### config.mk
export PLATFORM = sky130hd
export DESIGN_NAME = board_keeper
export DESIGN_NICKNAME = d
export VERILOG_FILES = /design/src/rtl/board_keeper.sv
export SDC_FILE = /design/constraint.sdc
export NUM_CORES = 1
export LEC_CHECK = 0
export BUFFER_PORTS_ARGS = -buffer_cell sky130_fd_sc_hd__buf_2
export CELL_PAD_IN_SITES_DETAIL_PLACEMENT = 1
export CELL_PAD_IN_SITES_GLOBAL_PLACEMENT = 2
export CORE_MARGIN = 4
export CORE_UTILIZATION = 30
export CTS_CLUSTER_SIZE = 12
export DETAILED_ROUTE_END_ITERATION = 8
export GPL_ROUTABILITY_DRIVEN = 0
export PLACE_DENSITY_LB_ADDON = 0.2
export REMOVE_ABC_BUFFERS = 1
export SLEW_MARGIN = 10
export SYNTH_ARGS = -nofsm -noshare
export SYNTH_HDL_FRONTEND = slang
export SYNTH_SLANG_ARGS = --single-unit
export TNS_END_PERCENT = 50
### constraint.sdc
create_clock -name clk -period 2.3 [get_ports clk]
set_clock_uncertainty 0.2 [all_clocks]
set_input_delay 0.345 -clock clk [delete_from_list [all_inputs] [get_ports clk]]
set_output_delay 0.345 -clock clk [all_outputs]
set_load 0.005 [all_outputs]
### src/rtl/board_keeper.sv
// Tic-tac-toe board holder: takes edge-detected write requests at the one-hot
// cursor, places alternating marks, then reports win, draw or reject.
module board_keeper #(
  parameter bit START_PLAYER = 1'b0,
  parameter bit AUTO_CLEAR   = 1'b0
) (
  input  logic       clk,
  input  logic       buttonResetN,
  input  logic [8:0] cursor,
  input  logic       write,
  output logic [8:0] boardX,
  output logic [8:0] boardO,
  output logic       turn,
  output logic       reject,
  output logic       gameOver,
  output logic [1:0] winner,
  output logic [8:0] winLine,
  output logic [3:0] moveCount
);

  typedef enum logic [1:0] {PLAY, CHECK, DONE} state_t;

  localparam logic [8:0] LINES [8] = '{
    9'h007, 9'h038, 9'h1C0,
    9'h049, 9'h092, 9'h124,
    9'h111, 9'h054
  };

  state_t     state_q;
  logic       writeQ;
  logic       reqQ;
  logic [8:0] boardX_q, boardO_q, winLine_q;
  logic       turn_q, reject_q, gameOver_q;
  logic [1:0] winner_q;
  logic [3:0] moveCount_q;

  logic [8:0] moverBoard;
  logic [8:0] winLine_d;
  logic       legal;

  assign legal      = $onehot(cursor) && ((cursor & (boardX_q | boardO_q)) == 9'h000);
  assign moverBoard = turn_q ? boardO_q : boardX_q;

  // Only the player who just moved can have completed a line, so a last-move
  // win is reported as a win rather than a draw.
  always_comb begin
    winLine_d = 9'h000;
    for (int i = 0; i < 8; i++) begin
      if ((moverBoard & LINES[i]) == LINES[i]) winLine_d = winLine_d | LINES[i];
    end
  end

  always_ff @(posedge clk or negedge buttonResetN) begin
    if (!buttonResetN) begin
      state_q     <= PLAY;
      writeQ      <= 1'b0;
      reqQ        <= 1'b0;
      boardX_q    <= 9'h000;
      boardO_q    <= 9'h000;
      winLine_q   <= 9'h000;
      turn_q      <= START_PLAYER;
      reject_q    <= 1'b0;
      gameOver_q  <= 1'b0;
      winner_q    <= 2'b00;
      moveCount_q <= 4'd0;
    end else begin
      writeQ   <= write;
      reqQ     <= write & ~writeQ;
      reject_q <= 1'b0;
      case (state_q)
        PLAY: begin
          if (reqQ) begin
            if (legal) begin
              if (turn_q) boardO_q <= boardO_q | cursor;
              else        boardX_q <= boardX_q | cursor;
              moveCount_q <= moveCount_q + 4'd1;
              state_q     <= CHECK;
            end else begin
              reject_q <= 1'b1;
            end
          end
        end
        CHECK: begin
          if (winLine_d != 9'h000) begin
            winner_q   <= turn_q ? 2'b10 : 2'b01;
            winLine_q  <= winLine_d;
            gameOver_q <= 1'b1;
            state_q    <= DONE;
          end else if (moveCount_q == 4'd9) begin
            winner_q   <= 2'b11;
            gameOver_q <= 1'b1;
            state_q    <= DONE;
          end else begin
            turn_q  <= ~turn_q;
            state_q <= PLAY;
          end
        end
        DONE: begin
          if (reqQ) begin
            if (AUTO_CLEAR) begin
              boardX_q    <= 9'h000;
              boardO_q    <= 9'h000;
              winLine_q   <= 9'h000;
              winner_q    <= 2'b00;
              moveCount_q <= 4'd0;
              gameOver_q  <= 1'b0;
              turn_q      <= START_PLAYER;
              state_q     <= PLAY;
            end else begin
              reject_q <= 1'b1;
            end
          end
        end
        default: state_q <= PLAY;
      endcase
    end
  end

  assign boardX    = boardX_q;
  assign boardO    = boardO_q;
  assign turn      = turn_q;
  assign reject    = reject_q;
  assign gameOver  = gameOver_q;
  assign winner    = winner_q;
  assign winLine   = winLine_q;
  assign moveCount = moveCount_q;

endmodule

After elaboration in Yosys (flattened, before gate mapping)
Cells that the tools add are included.
{"block": "totals", "regBits": 40, "in_bits": 12, "out_inout_bits": 36, "elab_cells": 79}
{"block": "op_classes", "addsub": 9, "eq_ne": 14, "mux": 23, "bitwise": 10, "reduce_logical": 12}
{"cell": "$mux W9", "count": 4}
{"cell": "$or A9 B9 Y9", "count": 3}
{"cell": "$eq A3 B3 Y1 const B", "count": 8}
{"cell": "$mux W2", "count": 7}
{"cell": "$mux W7", "count": 2}
{"cell": "$and A9 B9 Y9", "count": 1}
{"cell": "$logic_not A9 Y1", "count": 1}
{"cell": "$reduce_and A3 Y1", "count": 3}
{"cell": "$reduce_bool A9 Y1", "count": 1}
{"cell": "$add A1 B1 Y2", "count": 4}
{"cell": "$mux W8", "count": 1}
{"cell": "$reduce_and A4 Y1", "count": 2}
{"cell": "$add A2 B2 Y3", "count": 2}
{"cell": "$mux W6", "count": 1}
{"cell": "$pmux W2 S3", "count": 1}
{"cell": "$mux W1", "count": 5}
{"cell": "$not A1 Y1", "count": 5}
{"cell": "$add A3 B3 Y4", "count": 1}
{"cell": "$add A4 B1 Y4", "count": 1}
{"cell": "$add A4 B1 Y4 const B", "count": 1}
{"cell": "$eq A4 B1 Y1 const B", "count": 1}
{"cell": "$eq A4 B4 Y1 const B", "count": 1}
{"cell": "$ne A2 B2 Y1 const B", "count": 2}
{"cell": "$reduce_and A2 Y1", "count": 2}
{"cell": "other kinds (8)", "count": 8}

Longest topological paths before layout
{"block": "logic_depth", "word_depth": 13, "depth_mapped": 16, "mapped_depth_nobuf": 15}

Worst setup path after synthesis
OpenSTA, ideal clock, no wires.
{"block": "synth_timing", "kind": "input -> register", "from": "input cursor[0]", "to": "register boardX_q[0], in the netlist boardX[0]", "setup_time_ps": 65, "t_arrival_ps": 3722, "required_ps": 2035, "path_slack_ps": -1687, "stages": 14, "n_path_buf": 0, "path_cell_list": "inv_1 -> fa_1 -> fa_1 -> fa_1 -> inv_1 -> fa_1 -> inv_1 -> fa_1 -> a211oi_1 -> mux2i_1 -> nor4_1 -> nand3_1 -> nor2_1 -> a21o_1"}
{"block": "synth_between", "elab_chain_cells": 7}
{"item": "start, declared", "line_no": "9", "text": "input logic [8:0] cursor,"}
{"item": "$add A1 B1 Y2 (implied by the code)", "line_no": "41", "text": "assign legal = $onehot(cursor) && ((cursor & (boardX_q | boardO_q)) == 9'h000);"}
{"item": "$add A2 B2 Y3 (implied by the code)", "line_no": "41"}
{"item": "$add A3 B3 Y4 (implied by the code)", "line_no": "41"}
{"item": "$add A4 B1 Y4 (implied by the code)", "line_no": "41"}
{"item": "$eq A4 B1 Y1", "line_no": "41"}
{"item": "$logic_and A1 B1 Y1", "line_no": "41"}
{"item": "$reduce_and A4 Y1 (no line)"}
{"item": "end signal, assigned", "line_no": "75", "text": "else boardX_q <= boardX_q | cursor;"}
{"item": "end, declared", "line_no": "32", "text": "logic [8:0] boardX_q, boardO_q, winLine_q;"}
Several ways; a longest one is shown, not always the timed one.
A chain may end at the register's enable or synchronous reset.

Final worst setup path
{"block": "layout_timing", "from": "input cursor[3]", "to": "register moveCount_q[3], in the netlist moveCount[3]"}
{"block": "layout_between", "elab_chain_cells": 7}
{"item": "$add A1 B1 Y2 (implied by the code)", "line_no": "41"}
{"item": "$add A2 B2 Y3 (implied by the code)", "line_no": "41"}
{"item": "$add A3 B3 Y4 (implied by the code)", "line_no": "41"}
{"item": "$add A4 B1 Y4 (implied by the code)", "line_no": "41"}
{"item": "$eq A4 B1 Y1", "line_no": "41"}
{"item": "$logic_and A1 B1 Y1 (*)", "line_no": "41"}
{"item": "$reduce_and A3 Y1 (no line) (*)"}
{"item": "end signal, assigned", "line_no": "76", "text": "moveCount_q <= moveCount_q + 4'd1;"}
{"item": "end, declared", "line_no": "35", "text": "logic [3:0] moveCount_q;"}
Mark *: on every way between the ends. The rest lies on a longest branch, timed or not.

==> qor.txt <==
final non-filler cell total - 362
Die H - 90.6 um
Critical Path Source Type - primary input
Crit path arrival time - 3.75 ns
Critical Path RT - 2.27 ns
crit-path max FO - 3
H-tree depth - 2
Clk Latency, worst-skew pair - 0.29 ns
clock power share - 15.1%
Max Root-Sink Buffers - 2
Synth Area per Inst - 10.9 um^2
Initial DRT Pass Iterations - 5
setup ws final - -1.48 ns
setup TNS - -33.50 ns
switching power - 1200 uW
Final Hold Viols - 0
#FFs+latches synth - 40
top-area cell type share of the netlist area - 48.9%
ANT nets after route - 0
Power Internal - 1900 uW
Max-Cap Viols - 0
gr usage total - 14.8%
routed vias/inst - 5.00
fin crit share - 164%
cell area power density - 1080 nW/um^2
Combinational Power Share - 43.4%
IO buf count - 47
status - finished, violations left
sw frac - 38.7%
vias - 1809
num ports - 48
Detailed Place HPWL - 4.47 mm
Yosys warnings - 0
vias in the first global route - 1944
fin nets - 305
Post-synth EDFFs - 0
area leader, netlist - dfrtp_1
area grow syn2layout - 40.4%
DIE WIDTH - 90.6 um
Lkg Pwr - 0.00159 uW
DR WL/cell - 16.1 um
failing checks - negative setup slack
# diodes - 0
Total Wirelength - 5.84 mm
CP endpoint kind - register
Worst-Margin Slew - 0.368 ns
Root Buffer - clkbuf_8
largest net degree at the start of global routing - 41
worst hold path type - in -> reg
DIE AREA - 8210 um^2
Inst Count DP - 346
Slew headroom - 75.4%
Flop pwr share - 41.5%
fin. max-slew vios - 0
Iter 0 DRT Violations - 41
grt total ovfl - 0
DRC - 0
Final Setup Violations - 27
Starting Density - 31.5%
asr flop ratio synth - 100%
Unique masters post-synth - 47
Gate Count Post-Synth - 187
register area share after synthesis - 48.9%
Clock Sinks - 40
# rows - 29
fmax - 265 MHz
core area - 6490 um^2
first-pass GRT wire length - 9.88 mm
TritonCTS Buffers - 5
Worst VDD drop - 507 uV
Power Total - 3110 uW
CTS tree - yes
min cycle time layout - 3.78 ns
ys flop type - dfrtp_1
RSZ-0062 raised after global routing - true
Reg clk slew, reported paths - 0.09 ns
synthesized area - 2050 um^2
layout cells sized above 1 - 42.5%
initial antenna violation count - 0
top post-synthesis cells by area - dfrtp_1, a21o_1, fa_1
Setup CP Type - in -> reg
## layout make-up
class	instances	area, um^2
flip-flops and latches	40	1000
repair buffers	93	623
multi-input cells	123	980
inverters	21	81.3
fillers	752	3620
well taps	77	96.3
clock buffers	5	68.8
clock inverters	3	23.8
## kinds of logic after synthesis
family	share of synthesized area, %
AO/OA/AOI/OAI	19.3
flip-flops	48.9
adder cells (fa/ha/maj)	7.34
AND/OR/NAND/NOR	13.2
buffers and inverters	5.13
XOR/XNOR	1.71
multiplexers	4.46
## stage by stage
stage	hold slack (ns)	setup slack [ns]	util, %	area [um^2]
floorplan	-0.151	-1.69	-	2020
global route	0.163	-1.72	44.2	2870
global placement	0.134	-1.84	41.1	2670
finish	0.160	-1.48	44.2	2870
CTS	0.153	-1.48	43.6	2830
detailed placement	0.133	-1.97	41.1	2670
## Yosys cell counts (all sizes together) (2+ instances only)
| cell type | instances |
|---|---|
| buf | 4 |
| nand3b | 2 |
| nor2b | 3 |
| inv | 21 |
| mux2i | 2 |
| mux2 | 5 |
| ha | 4 |
| a221oi | 2 |
| xnor2 | 4 |
| nand2 | 7 |
| dfrtp | 40 |
| nand2b | 3 |
| a21o | 19 |
| nand4 | 5 |
| fa | 5 |
| o22a | 2 |
| o21ai | 17 |
| a21oi | 3 |
| and4 | 2 |
| nor2 | 4 |
| a31oi | 2 |
| nand3 | 9 |
| and3 | 2 |
## path summary, 6_finish.rpt
path	cells after the start	to	slack (ns)	from
worst max-delay path	17	moveCount[3]	-1.48	cursor[3]
worst min-delay path	3	boardO[3]	0.16	cursor[3]
worst max register to register	6	winLine[3]	-0.02	turn
worst min register to register	1	reqQ	0.20	writeQ
max in group asynchronous	3	boardX[2]	1.35	buttonResetN
min in group asynchronous	3	boardX[6]	0.35	buttonResetN
## critical path: stages
cell and delay (ns):
buf_8 0.08, inv_4 0.03, fa_1 0.54, fa_1 0.43, fa_1 0.45, inv_2 0.07, fa_2 0.20, inv_2 0.04
fa_2 0.34, a211oi_2 0.15, mux2i_1 0.12, nor4_2 0.28, nand3_1 0.21, inv_2 0.12, buf_6 0.10, nand4_1 0.10
xnor2_1 0.14
## power groups by stage
stage	Clock [uW]	Sequential (uW)	Combinational (uW)
4_1_cts	485	1280	1350
3_5_place_dp	0	1290	1290
6_report	468	1290	1350
2_1_floorplan	0	1260	548
3_3_place_gp	0	1290	1270
5_1_grt	518	1340	1510
## what timing repair did
item,4_1_cts,5_1_grt
gates resized for setup,18,8
endpoints found under the setup margin,27,38
pin swaps,14,8
hold buffers,2,0
buffers inserted,4,2
endpoints found under the hold margin,41,0
cloned,0,1
## state kept, by name, summed over array words and instances, names as in the netlist
| name | count |
|---|---|
| turn | 1 |
| boardO | 9 |
| writeQ | 1 |
| winLine | 9 |
| reqQ | 1 |
| winner | 2 |
| moveCount | 4 |
| state_q | 2 |
| boardX | 9 |
| gameOver | 1 |
| reject | 1 |
## routing by layer
metal | wire length [um] | vias up | global-route usage [%]
li1 | - | 862 | -
met4 | 57 | 0 | 2.55
met1 | 2650 | 909 | 19.6
met5 | 0 | - | 0
met3 | 202 | 5 | 3.58
met2 | 2920 | 33 | 24.8
## cell usage in the layout, fill, tap and decap left out, types with 3 or more instances in the layout
cell type	synthesis	layout
buf_2	3	46
dfrtp_1	40	40
buf_4	0	39
a21o_1	19	19
inv_1	21	15
o21ai_0	17	14
nand3_1	9	9
nand2_1	7	7
inv_2	0	5
nand4_1	5	5
clkbuf_8	0	5
mux2_4	4	4
xnor2_1	4	4
ha_1	4	4
buf_6	1	4
nor2b_1	3	3
nor2_1	3	3
nand2b_1	3	3
o21ai_1	0	3
a21oi_1	3	3
fa_1	5	3
No activity file was read; power rests on OpenSTA's default activity.
